**src/rtl/sha256_msg_padder_pkg.sv**
```systemverilog
// Shared definitions for the SHA-256 message padder: state encoding, block geometry, pad byte.
package sha256_msg_padder_pkg;

  localparam int          SHA256_BLOCK_WORDS = 16;
  localparam int          SHA256_LEN_WORD_HI = 14;
  localparam logic [7:0]  PAD_BYTE           = 8'h80;

  // Index of the last zero-fill word before the two length words.
  localparam logic [3:0]  LAST_PAD_WORD      = 4'(SHA256_LEN_WORD_HI - 1);
  localparam logic [3:0]  LAST_BLOCK_WORD    = 4'(SHA256_BLOCK_WORDS - 1);

  typedef enum logic [1:0] {
    ST_DATA     = 2'd0,
    ST_PAD_ZERO = 2'd1,
    ST_LEN_HI   = 2'd2,
    ST_LEN_LO   = 2'd3
  } pad_state_e;

endpackage

```
**src/rtl/sha256_msg_padder_word_packer.sv**
```systemverilog
// Byte-lane assembly for the padder: holds lanes 0..2 of the current word and builds
// the outgoing word with the new byte, an optional 0x80 terminator and zero fill.
module sha256_word_packer
  import sha256_msg_padder_pkg::*;
(
  input  logic        clk,
  input  logic        rst,
  input  logic [1:0]  lane,
  input  logic [7:0]  data,
  input  logic        byte_en,
  input  logic        pad_en,
  input  logic        store,
  output logic [31:0] word
);

  logic [2:0][7:0] asm_q;
  logic [31:0]     held;
  logic [31:0]     keep_mask;
  logic [4:0]      sh_cur;
  logic [4:0]      sh_nxt;
  logic [7:0]      cur_byte;
  logic [7:0]      nxt_byte;

  always_ff @(posedge clk or posedge rst) begin
    if (rst) begin
      asm_q <= '0;
    end else if (store) begin
      case (lane)
        2'd0:    asm_q[2] <= data;
        2'd1:    asm_q[1] <= data;
        2'd2:    asm_q[0] <= data;
        default: ;
      endcase
    end
  end

  // Lane 0 is the MSB byte; lanes above the write lane are stale and masked off.
  always_comb begin
    held      = {asm_q[2], asm_q[1], asm_q[0], 8'h00};
    keep_mask = ~(32'hFFFF_FFFF >> {lane, 3'b000});
    sh_cur    = {~lane, 3'b000};
    sh_nxt    = sh_cur - 5'd8;
    cur_byte  = byte_en ? data : (pad_en ? PAD_BYTE : 8'h00);
    nxt_byte  = (byte_en && pad_en) ? PAD_BYTE : 8'h00;
    word      = (held & keep_mask) | ({24'h0, cur_byte} << sh_cur);
    if (lane != 2'd3) begin
      word = word | ({24'h0, nxt_byte} << sh_nxt);
    end
  end

endmodule

```
**src/rtl/sha256_msg_padder.sv**
```systemverilog
// SHA-256 message padder top: byte stream in, 16-word padded blocks out on a valid/ready word stream.
// Optional block counter output enabled by defining SHA256_PADDER_BLKCNT_EN.
//
// state       | meaning
// ST_DATA     | accepting message bytes (idle when busy=0)
// ST_PAD_ZERO | emitting zero fill words (first one may be a pending 80000000)
// ST_LEN_HI   | emitting bit length [63:32] as word 14
// ST_LEN_LO   | emitting bit length [31:0] as word 15, final word of message
module sha256_msg_padder
  import sha256_msg_padder_pkg::*;
#(
  parameter int LEN_W = 64
) (
  input  logic        clk,
  input  logic        rst,
  input  logic [7:0]  in_data,
  input  logic        in_valid,
  input  logic        in_last,
  input  logic        in_nodata,
  output logic        in_ready,
  output logic [31:0] out_word,
  output logic        out_valid,
  input  logic        out_ready,
  output logic        out_first,
  output logic        out_final,
  output logic        busy
`ifdef SHA256_PADDER_BLKCNT_EN
  ,
  output logic [15:0] blk_cnt
`endif
);

  pad_state_e        state_q, state_d;
  logic [1:0]        bcnt_q, bcnt_d;
  logic [3:0]        wcnt_q, wcnt_d;
  logic [LEN_W-1:0]  bitlen_q, bitlen_d;
  logic              pad80_q, pad80_d;
  logic              busy_q;
  logic              rdy_en_q;

  logic              can_load;
  logic              accept;
  logic              out_fire;
  logic              load;
  logic [31:0]       load_word;
  logic              load_final;
  logic [31:0]       pk_word;
  logic [63:0]       len64;

  assign can_load = !out_valid || out_ready;
  assign in_ready = rdy_en_q && (state_q == ST_DATA) && can_load;
  assign accept   = in_valid && in_ready;
  assign out_fire = out_valid && out_ready;
  assign len64    = 64'(bitlen_q);
  assign busy     = busy_q;

  sha256_word_packer u_packer (
    .clk     (clk),
    .rst     (rst),
    .lane    (bcnt_q),
    .data    (in_data),
    .byte_en (!(in_last && in_nodata)),
    .pad_en  (in_last),
    .store   (accept && !in_last),
    .word    (pk_word)
  );

  always_ff @(posedge clk or posedge rst) begin
    if (rst) begin
      state_q  <= ST_DATA;
      bcnt_q   <= '0;
      wcnt_q   <= '0;
      bitlen_q <= '0;
      pad80_q  <= 1'b0;
      busy_q   <= 1'b0;
      rdy_en_q <= 1'b0;
    end else begin
      state_q  <= state_d;
      bcnt_q   <= bcnt_d;
      wcnt_q   <= wcnt_d;
      bitlen_q <= bitlen_d;
      pad80_q  <= pad80_d;
      rdy_en_q <= 1'b1;
      if (accept) begin
        busy_q <= 1'b1;
      end else if (out_fire && out_final) begin
        busy_q <= 1'b0;
      end
    end
  end

  // Words are loaded only when the output register is empty or emptying, so wcnt
  // counts loads and stays in step with the consumer's handshakes.
  always_comb begin
    state_d    = state_q;
    bcnt_d     = bcnt_q;
    wcnt_d     = wcnt_q;
    bitlen_d   = bitlen_q;
    pad80_d    = pad80_q;
    load       = 1'b0;
    load_word  = '0;
    load_final = 1'b0;
    case (state_q)
      ST_DATA: begin
        if (accept) begin
          if (!(in_last && in_nodata)) begin
            bitlen_d = bitlen_q + LEN_W'(8);
          end
          if (in_last) begin
            load      = 1'b1;
            load_word = pk_word;
            wcnt_d    = wcnt_q + 4'd1;
            bcnt_d    = '0;
            if (!in_nodata && (bcnt_q == 2'd3)) begin
              pad80_d = 1'b1;
              state_d = ST_PAD_ZERO;
            end else begin
              state_d = (wcnt_q == LAST_PAD_WORD) ? ST_LEN_HI : ST_PAD_ZERO;
            end
          end else if (bcnt_q == 2'd3) begin
            load      = 1'b1;
            load_word = pk_word;
            wcnt_d    = wcnt_q + 4'd1;
            bcnt_d    = '0;
          end else begin
            bcnt_d = bcnt_q + 2'd1;
          end
        end
      end
      ST_PAD_ZERO: begin
        if (can_load) begin
          load      = 1'b1;
          load_word = pad80_q ? {PAD_BYTE, 24'h0} : 32'h0;
          pad80_d   = 1'b0;
          wcnt_d    = wcnt_q + 4'd1;
          if (wcnt_q == LAST_PAD_WORD) begin
            state_d = ST_LEN_HI;
          end
        end
      end
      ST_LEN_HI: begin
        if (can_load) begin
          load      = 1'b1;
          load_word = len64[63:32];
          wcnt_d    = wcnt_q + 4'd1;
          state_d   = ST_LEN_LO;
        end
      end
      ST_LEN_LO: begin
        if (can_load) begin
          load       = 1'b1;
          load_word  = len64[31:0];
          load_final = 1'b1;
          wcnt_d     = '0;
          bitlen_d   = '0;
          state_d    = ST_DATA;
        end
      end
      default: state_d = ST_DATA;
    endcase
  end

  always_ff @(posedge clk or posedge rst) begin
    if (rst) begin
      out_word  <= '0;
      out_valid <= 1'b0;
      out_first <= 1'b0;
      out_final <= 1'b0;
    end else if (load) begin
      out_word  <= load_word;
      out_valid <= 1'b1;
      out_first <= (wcnt_q == 4'd0);
      out_final <= load_final;
    end else if (out_fire) begin
      out_valid <= 1'b0;
      out_first <= 1'b0;
      out_final <= 1'b0;
    end
  end

`ifdef SHA256_PADDER_BLKCNT_EN
  logic out_w15_q;
  logic busy_prev_q;
  logic msg_start;

  // A new message may start in the same cycle the previous final word leaves.
  assign msg_start = accept && (!busy_q || (out_fire && out_final));

  always_ff @(posedge clk or posedge rst) begin
    if (rst) begin
      out_w15_q   <= 1'b0;
      busy_prev_q <= 1'b0;
      blk_cnt     <= '0;
    end else begin
      busy_prev_q <= busy_q;
      if (load) begin
        out_w15_q <= (wcnt_q == LAST_BLOCK_WORD);
      end
      if (msg_start || (busy_prev_q && !busy_q)) begin
        blk_cnt <= '0;
      end else if (out_fire && out_w15_q) begin
        blk_cnt <= blk_cnt + 16'd1;
      end
    end
  end
`endif

endmodule

```
**config.mk**
```make
export PLATFORM = sky130hd
export DESIGN_NAME = sha256_msg_padder
export DESIGN_NICKNAME = d
export VERILOG_FILES = /design/src/rtl/sha256_msg_padder_pkg.sv /design/src/rtl/sha256_msg_padder_word_packer.sv /design/src/rtl/sha256_msg_padder.sv
export SDC_FILE = /design/constraint.sdc
export NUM_CORES = 1
export LEC_CHECK = 0
export ABC_AREA = 1
export ABC_CLOCK_PERIOD_IN_PS = 5140
export BUFFER_PORTS_ARGS = -buffer_cell sky130_fd_sc_hd__buf_2
export CAP_MARGIN = 20
export CORE_UTILIZATION = 30
export DETAILED_ROUTE_END_ITERATION = 12
export PLACE_DENSITY_LB_ADDON = 0.2
export SYNTH_ARGS = -nofsm -noshare
export SYNTH_HDL_FRONTEND = slang
export SYNTH_SLANG_ARGS = --single-unit
export TNS_END_PERCENT = 30
```
**constraint.sdc**
```tcl
create_clock -name clk -period 5.14 [get_ports clk]
set_clock_uncertainty 0.15 [all_clocks]
set_input_delay 0.257 -clock clk [delete_from_list [all_inputs] [get_ports clk]]
set_output_delay 0.257 -clock clk [all_outputs]
set_load 0.1 [all_outputs]
```
==> out/metrics.yaml, run 1 <==
status: "finished clean"
critPathKind: "reg -> reg"
drive_gt1_share_pct: 10.2
core_um2: 25300
cp-start-kind: "flop"
grt_overflow: 0
syn_inst: 1118
clk_pin_slew_ps: 70
diodes: 0
reg2regPathDepth: 11
die_w_um: 163
grt_pass1_vias: 6909
relSlewSlack_pct: 39.8
worst_ir_drop_vdd_mv: 0.350
clockRootBuffer: "clkbuf_16"
start_util_pct: 30.8
critical_path.slowest_cell: "inv_2"
timing.setup.tns_ps: 0
critPathMostFrequentCell: "nand2_1"
worstPathMaxFanout: 43
r2r_start: "state_q[0]$_DFFE_PP0P_"
ant_nets: 0
num_vias: 7464
period_needed_ps: 2970
crit_path_max_incr_delay_ps: 620
netlist_area_um2: 7790
powerDensity_nw_per_um2: 502
gp_congestion: 0.912
period_share_pct: 57.8
drt_iter0_markers: 638
clock-sinks: 131
fin_nets: 1189
place.detailed.hpwl_um: 19300
hold_viol: 0
cts_max_level: 4
r2r_end: "bitlen_q[18]$_DFFE_PP0P_"
syn_to_final_growth_pct: 15.6
rows: 58
synth-seq-cells: 131
cts_setup_buffers: 0
first_pass_iters: 6
p_int_w: 0.00230
drc: 0
hp-class: "in -> reg"
dieArea_um2: 26600
grt_max_degree: 84
syn_area_per_cell_um2: 6.97
grt.total_usage_pct: 20.1
p_sw_w: 0.00222
pwr-share-seq_pct: 33.8
antenna_found_initial: 0
routedWlPerCell_um: 17.0
rsz0062_at_grt: "no"
synth_cell_type_count: 34
pin_count: 51
clockPowerShare_pct: 27.9
cp.required_ps: 5300
setup_violations: 0
startpoint: "state_q[0]$_DFFE_PP0P_"
num-fill-cells: 2672
pwr-share-comb_pct: 38.3
clockBufferDepth: 2
worst_pin_slew_ps: 904
fmax_mhz: 337
path_cells: "inv_1, ha_1, nand2_1, inv_2, nand3_2, nand2_1, nand3_2, inv_2, nand2_1, nor2_1, a21oi_1"
swShare_pct: 49.0
maxCapViolCount: 0
port_buffers: 50
cts_made_buffers: 17
via_per_inst: 4.96
end_kind: "flop"
endpoint: "bitlen_q[18]$_DFFE_PP0P_"
layout.area.seq_um2: 3280
grt_pass1_wl_um: 40200
leakage_nw: 4.44
die_h_um: 163
ys_seq_area_share_pct: 42.1
clk_latency_ps: 440
multiInputGateArea_um2: 3880
routed_wl_um: 25600
slew_violations: 0
reg2reg_slack_ps: 2170
cts_tree: "done"
holdWs_ps: 3.14
cp.arrival_ps: 3130
syn_nets: 1145
ys_warn_count: 0
[routing by layer]
layer	share of wire [%]	vias to the layer above	GRT usage (%)
li1	-	3717	-
met1	49	3505	29.0
met2	44	209	30.9
met3	4.8	33	3.25
met4	1.6	0	5.23
met5	0	-	0
[through the flow]
stage | utilization, % | cells | total power, W | setup WS [ps] | instance area (um2)
global placement | 32.9 | 1469 | 0.00326 | 2190 | 8340
floorplan | - | 1118 | 0.00286 | 1240 | 7790
finish | 35.6 | 1505 | 0.00452 | 2170 | 9010
CTS | 35.6 | 1505 | 0.00454 | 2180 | 9010
global route | 35.6 | 1505 | 0.00478 | 1820 | 9010
detailed placement | 32.9 | 1469 | 0.00326 | 2180 | 8340
[cells by family after synthesis]
family,after synthesis,share of synthesized area [%]
adders and majority gates,13,2.09
buffers and inverters,163,8.25
DFF,131,42.1
AOI/OAI and AO/OA,158,11.7
xor gates and xnor gates,2,0.225
and+or+nand+nor,650,35.6
other,1,0.0481
[worst min-delay path by stage]
stage	from	cells after the start	endpoint	slack, ps
CTS	out_ready	4	out_valid$_DFFE_PP0P_	3
detailed placement	pad80_q$_DFFE_PP0P_	2	pad80_q$_DFFE_PP0P_	320
floorplan	in_data[0]	2	u_packer.asm_q[0]$_DFFE_PP0P_	280
finish	out_ready	4	out_valid$_DFFE_PP0P_	3
global placement	u_packer.asm_q[22]$_DFFE_PP0P_	2	u_packer.asm_q[22]$_DFFE_PP0P_	320
global route	in_data[1]	3	u_packer.asm_q[1]$_DFFE_PP0P_	30
[worst max-delay path, delay by kind of cell, from the launching register on]
kind	cells	cell delay, ps
buf+inv	3	820
compound gates	1	80
fa+ha+maj	1	280
flops	1	420
simple gates	6	1120
[cells in the mapped netlist]
cell type  number  area (um2)
a22oi_1        24         180
buf_1           1        3.75
buf_6           2        22.5
dfrtp_1       131        3280
o22ai_1         8        50.1
o21ai_1         1        5.00
buf_2          13        65.1
nand2_1       308        1160
nor2_2         13        81.3
inv_2           5        18.8
a21oi_1        39         195
o2111ai_1       1        8.76
and2_1          2        12.5
clkbuf_1       18        67.6
xor2_1          2        17.5
conb_1          1        3.75
ha_1           13         163
inv_1         124         465
a32oi_1         1        8.76
o21ai_0        67         335
a32o_1          1        10.0
nand3_2         2        20.0
o211ai_1       15         113
nand2_2         3        18.8
nor3_1         11        55.1
and3_1          4        25.0
nand3_1       104         521
nand4_1        25         156
o31ai_1         1        7.51
or2_2           2        12.5
nor2_4          5        56.3
nor3_2          2        20.0
nor2_1        168         631
nand3b_1        1        7.51
[timing repair]
action                                  4_1_cts  5_1_grt
resized for setup                             0        0
endpoints found under the setup margin        0        0
endpoints found under the hold margin        88        0
hold buffers                                  4        0
[area by class of cell]
type	instances	area share (%)
flip-flops and latches	131	36.4
inverters	129	5.43
well taps	330	4.58
multi-input cells	824	43.0
clock buffers	17	4.72
clock inverters	15	2.21
repair buffers	59	3.64
[flip-flops by register name, indices dropped and copies added (netlist names)]
name and cells:
bitlen_q 61, out_word 32, u_packer.asm_q 24, wcnt_q 4
bcnt_q 2, state_q 2, busy 1, out_final 1
out_first 1, out_valid 1, pad80_q 1, rdy_en_q 1
[power by group through the flow]
stage | Sequential, W | Combinational [W] | Clock (W)
after floorplan | 0.00194 | 0.000917 | 0
after global placement | 0.00154 | 0.00172 | 0
after detailed placement | 0.00154 | 0.00172 | 0
after CTS | 0.00152 | 0.00173 | 0.00128
after global routing | 0.00155 | 0.00191 | 0.00132
final | 0.00153 | 0.00173 | 0.00126
[cell usage in the layout, fill, tap and decap left out, types with 2 or more instances in the layout]
cell / Yosys / layout
nor2_2: 13 / 13
and2_1: 2 / 2
ha_1: 13 / 13
nor3_1: 11 / 11
inv_2: 5 / 5
nand3_1: 104 / 104
o211ai_1: 15 / 15
buf_2: 13 / 50
inv_1: 124 / 123
clkinv_8: 0 / 8
inv_8: 0 / 3
xor2_1: 2 / 2
or2_2: 2 / 2
a22oi_1: 24 / 24
nand2_2: 3 / 3
nand4_1: 25 / 25
dlygate4sd3_1: 0 / 4
o22ai_1: 8 / 8
o21ai_0: 67 / 67
nor2_1: 168 / 168
nor2_4: 5 / 5
buf_4: 0 / 5
dfrtp_1: 131 / 131
nand2_1: 308 / 308
clkbuf_16: 0 / 17
inv_6: 0 / 5
and3_1: 4 / 4
nand3_2: 2 / 2
a21oi_1: 39 / 39
(Power assumes the default switching activity.)
==> run 2: changes to the inputs <==
- ABC_CLOCK_PERIOD_IN_PS: 5140 -> 2800
- clock period: 5.14 -> 2.8 ns (I/O delays scaled with it)
==> run 2 against run 1 <==
Against the previous run:
- cell area grew 3.0%
- routed wire length grew 3.5%
- register-to-register slack lost 1900 ps
- total power grew 88%
- largest power group unchanged
==> out/metrics.yaml, run 2 (same netlist as run 1, synthesis figures left out) <==
layout_common_cells: "nand2_1, nor2_1, dfrtp_1"
grt_pass1_vias: 7222
num-fill-cells: 2658
ant_nets: 0
fin_nets: 1216
stdcell_area_um2: 9280
cp.required_ps: 3020
placed_cells: 1488
diodes: 0
cts_made_buffers: 17
pin_count: 51
maxCapViolCount: 0
hp-class: "in -> reg"
placed_cell_area_um2: 8550
grt_pass1_wl_um: 41800
worst_pin_slew_ps: 803
cp-start-kind: "flop"
syn_to_final_growth_pct: 19.1
status: "finished clean"
worstPathMaxFanout: 10
rsz0062_at_grt: "no"
top_layer: "met4"
regMostFlops: "bitlen_q"
cp.arrival_ps: 2800
hold_viol: 0
clockRootBuffer: "clkbuf_16"
clk_latency_ps: 430
routed_wl_um: 26500
grt_max_degree: 45
top_regs: "bitlen_q x61, out_word x32, u_packer.asm_q x24"
num_vias: 7658
dieArea_um2: 26600
place.detailed.hpwl_um: 20200
clockBufferDepth: 2
end_kind: "flop"
relSlewSlack_pct: 46.3
cts_tree: "done"
port_buffers: 50
leakage_nw: 4.57
fmax_mhz: 388
drive_gt1_share_pct: 11.6
stdcell_count: 1532
critPathKind: "reg -> reg"
clock-sinks: 131
grt_overflow: 0
cts_max_level: 4
via_per_inst: 5.00
clk_pin_slew_ps: 70
core_um2: 25300
die_h_um: 163
met3WireLength_um: 1350
largest_reg_flops: 61
multiInputGateArea_um2: 3880
rows: 58
period_share_pct: 91.9
start_util_pct: 30.8
period_needed_ps: 2570
antenna_found_initial: 0
drc: 0
drt_iter0_markers: 603
powerDensity_nw_per_um2: 918
routedWlPerCell_um: 17.3
timing.setup.tns_ps: 0
gp_congestion: 0.897
grt.total_usage_pct: 20.9
setup_violations: 0
die_w_um: 163
layout.area.seq_um2: 3280
slew_violations: 0
wl_met2_um: 11900
final_common_cell: "nand2_1"
cts_resized: 0
worst_ir_drop_vdd_mv: 0.696
met1Wirelength_um: 12500
first_pass_iters: 5
## run 2: per-layer routing
layer,global-route usage [%],vias to the layer above
met2,32.4,249
met3,2.89,46
met1,29.3,3584
met4,7.86,0
met5,0,-
li1,-,3779
## run 2: cell type report
cell class / instances / area share, %
timing repair buffer: 86 / 6.61
clock buffer: 17 / 4.58
tap: 330 / 4.45
inverter: 129 / 5.26
multi-input combinational: 824 / 41.8
clock inverter: 15 / 2.02
sequential: 131 / 35.3
## run 2: where the power goes
part	total, W	leakage, nW	switching, W	internal (W)
Clock	0.00233	0.294	0.00105	0.00128
Combinational	0.00344	2.52	0.00260	0.000835
Sequential	0.00275	1.76	0.000420	0.00233
Total	0.00852	4.57	0.00407	0.00445
## run 2: what timing repair did
action                    CTS  global route
hold endpoints to repair   59             0
setup buffers               0             0
hold buffers               12             0
## run 2: worst max-delay path, cell delays in order (launching register included)
cell,delay (ps)
dfrtp_1,400
ha_1,300
inv_1,180
nor2_1,270
inv_1,120
nor2_2,490
inv_1,120
o21ai_0,350
a21oi_1,70
nand2_1,70
## run 2: worst paths after layout
check | depth (start not counted) | to | from | slack, ps
min | 5 | pad80_q$_DFFE_PP0P_ | in_nodata | 80
max reg2reg | 9 | out_word[7]$_DFFE_PP0P_ | state_q[1]$_DFFE_PP0P_ | 230
min in group asynchronous | 3 | out_first$_DFFE_PP0P_ | rst | 250
max | 9 | out_word[7]$_DFFE_PP0P_ | state_q[1]$_DFFE_PP0P_ | 230
min reg2reg | 2 | out_word[0]$_DFFE_PP0P_ | out_word[0]$_DFFE_PP0P_ | 340
max in group asynchronous | 4 | bitlen_q[63]$_DFFE_PP0P_ | rst | 1480
## run 2: stage by stage
step / setup WS, ps / hold slack [ps] / util [%] / total power [W]
floorplan: 110 / 166 / - / 0.00525
global placement: 335 / 191 / 33.8 / 0.00618
finish: 225 / 80.9 / 36.6 / 0.00852
global route: 35.3 / 78.4 / 36.6 / 0.00900
CTS: 243 / 54.3 / 36.6 / 0.00855
detailed placement: 284 / 194 / 33.8 / 0.00619
